==> config.mk <==
export PLATFORM = sky130hd
export DESIGN_NAME = matrix_window_ctrl
export DESIGN_NICKNAME = d
export VERILOG_FILES = /design/src/rtl/matrix_window_ctrl.sv
export SDC_FILE = /design/constraint.sdc
export NUM_CORES = 1
export LEC_CHECK = 0
export BUFFER_PORTS_ARGS = -buffer_cell sky130_fd_sc_hd__buf_4
export CAP_MARGIN = 5
export CELL_PAD_IN_SITES_DETAIL_PLACEMENT = 1
export CELL_PAD_IN_SITES_GLOBAL_PLACEMENT = 2
export CORE_MARGIN = 2
export CORE_UTILIZATION = 34
export CTS_CLUSTER_SIZE = 24
export DETAILED_ROUTE_END_ITERATION = 8
export GPL_TIMING_DRIVEN = 0
export PLACE_DENSITY_LB_ADDON = 0.1
export SYNTH_ARGS = -nofsm -noshare
export SYNTH_HDL_FRONTEND = slang
export SYNTH_SLANG_ARGS = --single-unit
==> constraint.sdc <==
create_clock -name clk -period 2.35 [get_ports clk]
set_input_delay 0.3525 -clock clk [delete_from_list [all_inputs] [get_ports clk]]
set_output_delay 0.3525 -clock clk [all_outputs]
set_load 0.01 [all_outputs]
==> src/rtl/matrix_window_ctrl.sv <==
// Timing/control for a 3x3 sliding window fed by two line-shift RAMs: tracks
// frame/line position, qualifies complete windows, flags image borders and framing errors.
module matrix_window_ctrl #(
  parameter logic [10:0] IMG_HDISP = 11'd640,
  parameter logic [10:0] IMG_VDISP = 11'd480
) (
  input  logic        clk,
  input  logic        rst,
  input  logic        per_frame_vsync,
  input  logic        per_frame_href,
  output logic        line_shift_ce,
  output logic        win_valid,
  output logic [10:0] pix_x,
  output logic [10:0] pix_y,
  output logic        border_l,
  output logic        border_r,
  output logic        border_t,
  output logic        border_b,
  output logic        frame_start,
  output logic        frame_done,
  output logic        err_line,
  output logic        err_frame,
  output logic [1:0]  state
);

  typedef enum logic [1:0] {IDLE = 2'd0, FILL = 2'd1, RUN = 2'd2, DONE = 2'd3} state_t;

  localparam logic [10:0] CNT_MAX = 11'h7FF;

  state_t      state_q, state_d;
  logic        vsync_q, href_q;
  logic [10:0] col_q, col_d, row_q, row_d;
  logic [10:0] px_q, px_d, py_q, py_d;
  logic        wv_q, wv_d;
  logic        bl_q, bl_d, br_q, br_d, bt_q, bt_d, bb_q, bb_d;
  logic        fs_q, fs_d, fd_q, fd_d, el_q, el_d, ef_q, ef_d;
  logic        vs_rise, h_fall, active, ef_set;

  assign vs_rise = per_frame_vsync & ~vsync_q;
  assign h_fall  = ~per_frame_href & href_q;
  assign active  = (state_q == FILL) || (state_q == RUN);

  always_comb begin
    state_d = state_q;
    col_d   = col_q;
    row_d   = row_q;
    // vs_rise overrides any line end in the same cycle: no row advance, no line check
    if (vs_rise) begin
      state_d = FILL;
      col_d   = '0;
      row_d   = '0;
    end else if (active) begin
      if (per_frame_href && col_q != CNT_MAX) col_d = col_q + 11'd1;
      if (h_fall) begin
        col_d = '0;
        if (row_q != CNT_MAX) row_d = row_q + 11'd1;
        if (state_q == FILL && row_q == 11'd1)                  state_d = RUN;
        if (state_q == RUN  && row_q == IMG_VDISP - 11'd1)      state_d = DONE;
      end
    end
  end

  always_comb begin
    wv_d = per_frame_href && (state_q == RUN) && (col_q >= 11'd2);
    px_d = wv_d ? col_q : '0;
    py_d = wv_d ? row_q : '0;
    bl_d = wv_d && (col_q == 11'd2);
    br_d = wv_d && (col_q == IMG_HDISP - 11'd1);
    bt_d = wv_d && (row_q == 11'd2);
    bb_d = wv_d && (row_q == IMG_VDISP - 11'd1);
    fs_d = vs_rise;
    fd_d = (state_d == DONE) && (state_q != DONE);
    el_d = el_q;
    if (vs_rise)                                   el_d = 1'b0;
    else if (active && h_fall && col_q != IMG_HDISP) el_d = 1'b1;
    ef_set = (vs_rise && active) || (per_frame_href && state_q == DONE);
    ef_d   = ef_set ? 1'b1 : (vs_rise ? 1'b0 : ef_q);
  end

  always_ff @(posedge clk) begin
    if (rst) begin
      state_q <= IDLE;
      vsync_q <= 1'b0;
      href_q  <= 1'b0;
      col_q   <= '0;
      row_q   <= '0;
      px_q    <= '0;
      py_q    <= '0;
      wv_q    <= 1'b0;
      bl_q    <= 1'b0;
      br_q    <= 1'b0;
      bt_q    <= 1'b0;
      bb_q    <= 1'b0;
      fs_q    <= 1'b0;
      fd_q    <= 1'b0;
      el_q    <= 1'b0;
      ef_q    <= 1'b0;
    end else begin
      state_q <= state_d;
      vsync_q <= per_frame_vsync;
      href_q  <= per_frame_href;
      col_q   <= col_d;
      row_q   <= row_d;
      px_q    <= px_d;
      py_q    <= py_d;
      wv_q    <= wv_d;
      bl_q    <= bl_d;
      br_q    <= br_d;
      bt_q    <= bt_d;
      bb_q    <= bb_d;
      fs_q    <= fs_d;
      fd_q    <= fd_d;
      el_q    <= el_d;
      ef_q    <= ef_d;
    end
  end

  assign line_shift_ce = ~rst & per_frame_href & active;
  assign win_valid     = wv_q;
  assign pix_x         = px_q;
  assign pix_y         = py_q;
  assign border_l      = bl_q;
  assign border_r      = br_q;
  assign border_t      = bt_q;
  assign border_b      = bb_q;
  assign frame_start   = fs_q;
  assign frame_done    = fd_q;
  assign err_line      = el_q;
  assign err_frame     = ef_q;
  assign state         = state_q;

endmodule

==> metrics <==
outcome finished, final reports clean; clk slew on worst S/H paths 0.06 ns; Worst Path Required between 2 and 3 ns; overall die width about 88 um; slew margin rel. 0.5426; H-tree Lvls 3; post-detail-place hpwl 4185 um; CTS tree built; Seq/Total Area, Yosys 0.4760; type of the worst setup path flop to flop; Sink Count 57; Clock Path Buffers 2; Vias slightly above 2k; worst reg2reg path depth 7; ys async rst share 0; WL met2 roughly 2500 um; Mapped Cells approximately 250; FMAX 0.4666 GHz; crit-path cells inv_1 -> ha_1 -> or3b_1 -> buf_2 -> nor4_2 -> and3_1 -> nor3_1; DRT Pass-1 Iters 4; Routability Congestion between 0.7 and 0.8; share of the synthesized area in the top cell type 0.4760; largest cells by area after synthesis dfxtp_1, and2_1, ha_1, and3_1, a21oi_1; commonest cells in the netlist dfxtp_1, and2_1, nand2_1, nor2_1; Max Cap Violations 0; Final period util 0.9121; TritonCTS Buffers 9; Crit. End Element flop; final hold violations 0; Syn Nets approximately 270; Critical path buffers and inverters 2; num rows 30; Syn. warnings 0; pre-CTS setup slack 0.1029 ns; top_reg_cell synth dfxtp_1; met1 WL around 3100 um; fin cells approximately 400; final max-slew violation count 0; Crit Path Max Fanout 7; die area between 7000 and 8000 sq um; Chip Height 87.97 um; Initial Util 0.3529; setup TNS 0 ns; Pleak between 1 and 1.5 nW; PnR worst setup slack roughly 0.21 ns; EDFF count, synth 0; top sig layer met4; Synth Area per Inst about 9.5 sq um; Worst Hold Class input pin to flop; post-route antenna net violation count 0; largest net degree at the start of global routing 11; iteration-0 DRC count of the detailed router between 70 and 80; placed cell count 385; CP Launch Type flop; Worst path top cell family by delay simple AND/OR/NAND/NOR gates; hold path cells 2; post-DR wirelength/cell about 15 um; Cell variety after synth 42; # nets final 315; initial antenna violation count 0; Final Skew roughly 0.0070 ns; diodes inserted 0; Clock Latency Late Sink between 0.3 and 0.4 ns; fin crit period ~2.1 ns; Stages on worst setup path 7; Arrival @ worst endpoint between 2 and 2.5 ns; Worst path slowest cell ha_1; port bufs 36; vias per cell around 5.1; Area Growth Syn to Fin 25.78%; Total GRT Usage 0.1717; Cell Pwr Density ~660 nW/um^2; Worst Tran Pin Value approximately 0.68 ns; Yosys reg bits 57; RSZ-0062 raised after global routing no; Setup-failing EPs final 0; placed cell area roughly 2800 sq um; DRC Markers 0; global-route wire length before repair about 10000 um; most common cell in the netlist dfxtp_1; layout cells sized above 1 0.2182; vias in the first global route 2005; grt total ovfl 0; Routed WL around 5900 um; Worst VDD drop between 0.0002 and 0.00025 V; Root Buffer clkbuf_8; largest area contributor in the netlist dfxtp_1; design area 3015 sq um; wire length on met3 194 um; CP max stage delay around 0.41 ns; I/O pin cnt 38; core area roughly 6800 sq um; area of the mapped netlist between 2000 and 2500 sq um
-- through the flow --
step                utilization  power, mW  hold slack [ns]
finish                   0.4438      1.997           0.2123
global route             0.4438      2.078           0.2119
CTS                      0.4409      2.027           0.2038
detailed placement       0.4103      1.068           0.4283
global placement         0.4103      1.068           0.4218
floorplan                     -      1.041           0.4059
-- power by group --
part	total, mW	leakage [nW]	internal (mW)	switching [mW]
Sequential	0.980	0.461	0.973	0.00665
Combinational	0.0674	0.621	0.0260	0.0415
Clock	0.950	0.107	0.576	0.374
Total	2.00	1.19	1.57	0.422
-- flip-flops by register name, summed over array words and instances, names as in the netlist --
| signal | count |
|---|---|
| border_b | 1 |
| row_q | 11 |
| pix_y | 11 |
| err_line | 1 |
| err_frame | 1 |
| pix_x | 11 |
| border_t | 1 |
| col_q | 11 |
| frame_done | 1 |
| vsync_q | 1 |
| frame_start | 1 |
| win_valid | 1 |
| href_q | 1 |
| border_l | 1 |
| state | 2 |
| border_r | 1 |
-- worst paths after layout --
path,startpoint,endpoint,slack (ns)
worst max-delay path,state[0],row_q[8],0.21
worst min register to register,vsync_q,frame_start,0.43
worst max register to register,state[0],row_q[8],0.21
worst min-delay path,rst,state[0],0.21
-- cells by family after synthesis --
logic type                 Yosys count  share of synthesized area
DFF                                 57                     0.4760
xor gates and xnor gates             1                   0.003654
AOI/OAI and AO/OA                   42                     0.1190
buffers and inverters               16                    0.03131
adders and majority gates            9                    0.04697
and+or+nand+nor                    128                     0.3231
-- metal layers --
| layer | vias up | track usage |
|---|---|---|
| met5 | - | 0 |
| met4 | 0 | 0.1035 |
| met3 | 13 | 0.03582 |
| met2 | 39 | 0.2417 |
| met1 | 970 | 0.2392 |
| li1 | 1033 | - |
-- cells in the final DEF (no fill, tap or decap), drive strengths merged, types with 2 or more instances in the layout --
master | netlist | routed
nor3 | 11 | 11
nor2 | 14 | 14
inv | 7 | 7
nand2b | 4 | 4
nor2b | 5 | 5
o31ai | 8 | 8
a21oi | 13 | 13
and4 | 5 | 5
nand3 | 11 | 11
nor4 | 5 | 5
or3 | 5 | 5
clkbuf | 3 | 17
ha | 9 | 9
o21ai | 6 | 6
or4 | 8 | 8
a31oi | 7 | 7
dfxtp | 57 | 57
nor3b | 2 | 2
and2 | 18 | 18
and3 | 13 | 13
nand2 | 14 | 14
nand4 | 10 | 10
buf | 6 | 44
-- final cells by class --
class                           count  area (sq um)
Buffer                              9         48.80
Clock buffer                       14         172.7
Clock inverter                      2         35.03
Fill cell                         787          3779
Inverter                            7         26.28
Multi-Input combinational cell    180          1185
Sequential cell                    57          1142
Tap cell                           96         120.1
Timing Repair Buffer               38         285.3
-- what timing repair did --
| item | 4_1_cts | 5_1_grt |
|---|---|---|
| hold buffers | 0 | 0 |
| setup endpoints to repair | 0 | 4 |
| gates resized for setup | 0 | 2 |
| buffers inserted | 0 | 2 |
No activity file was read; power rests on OpenSTA's default activity.
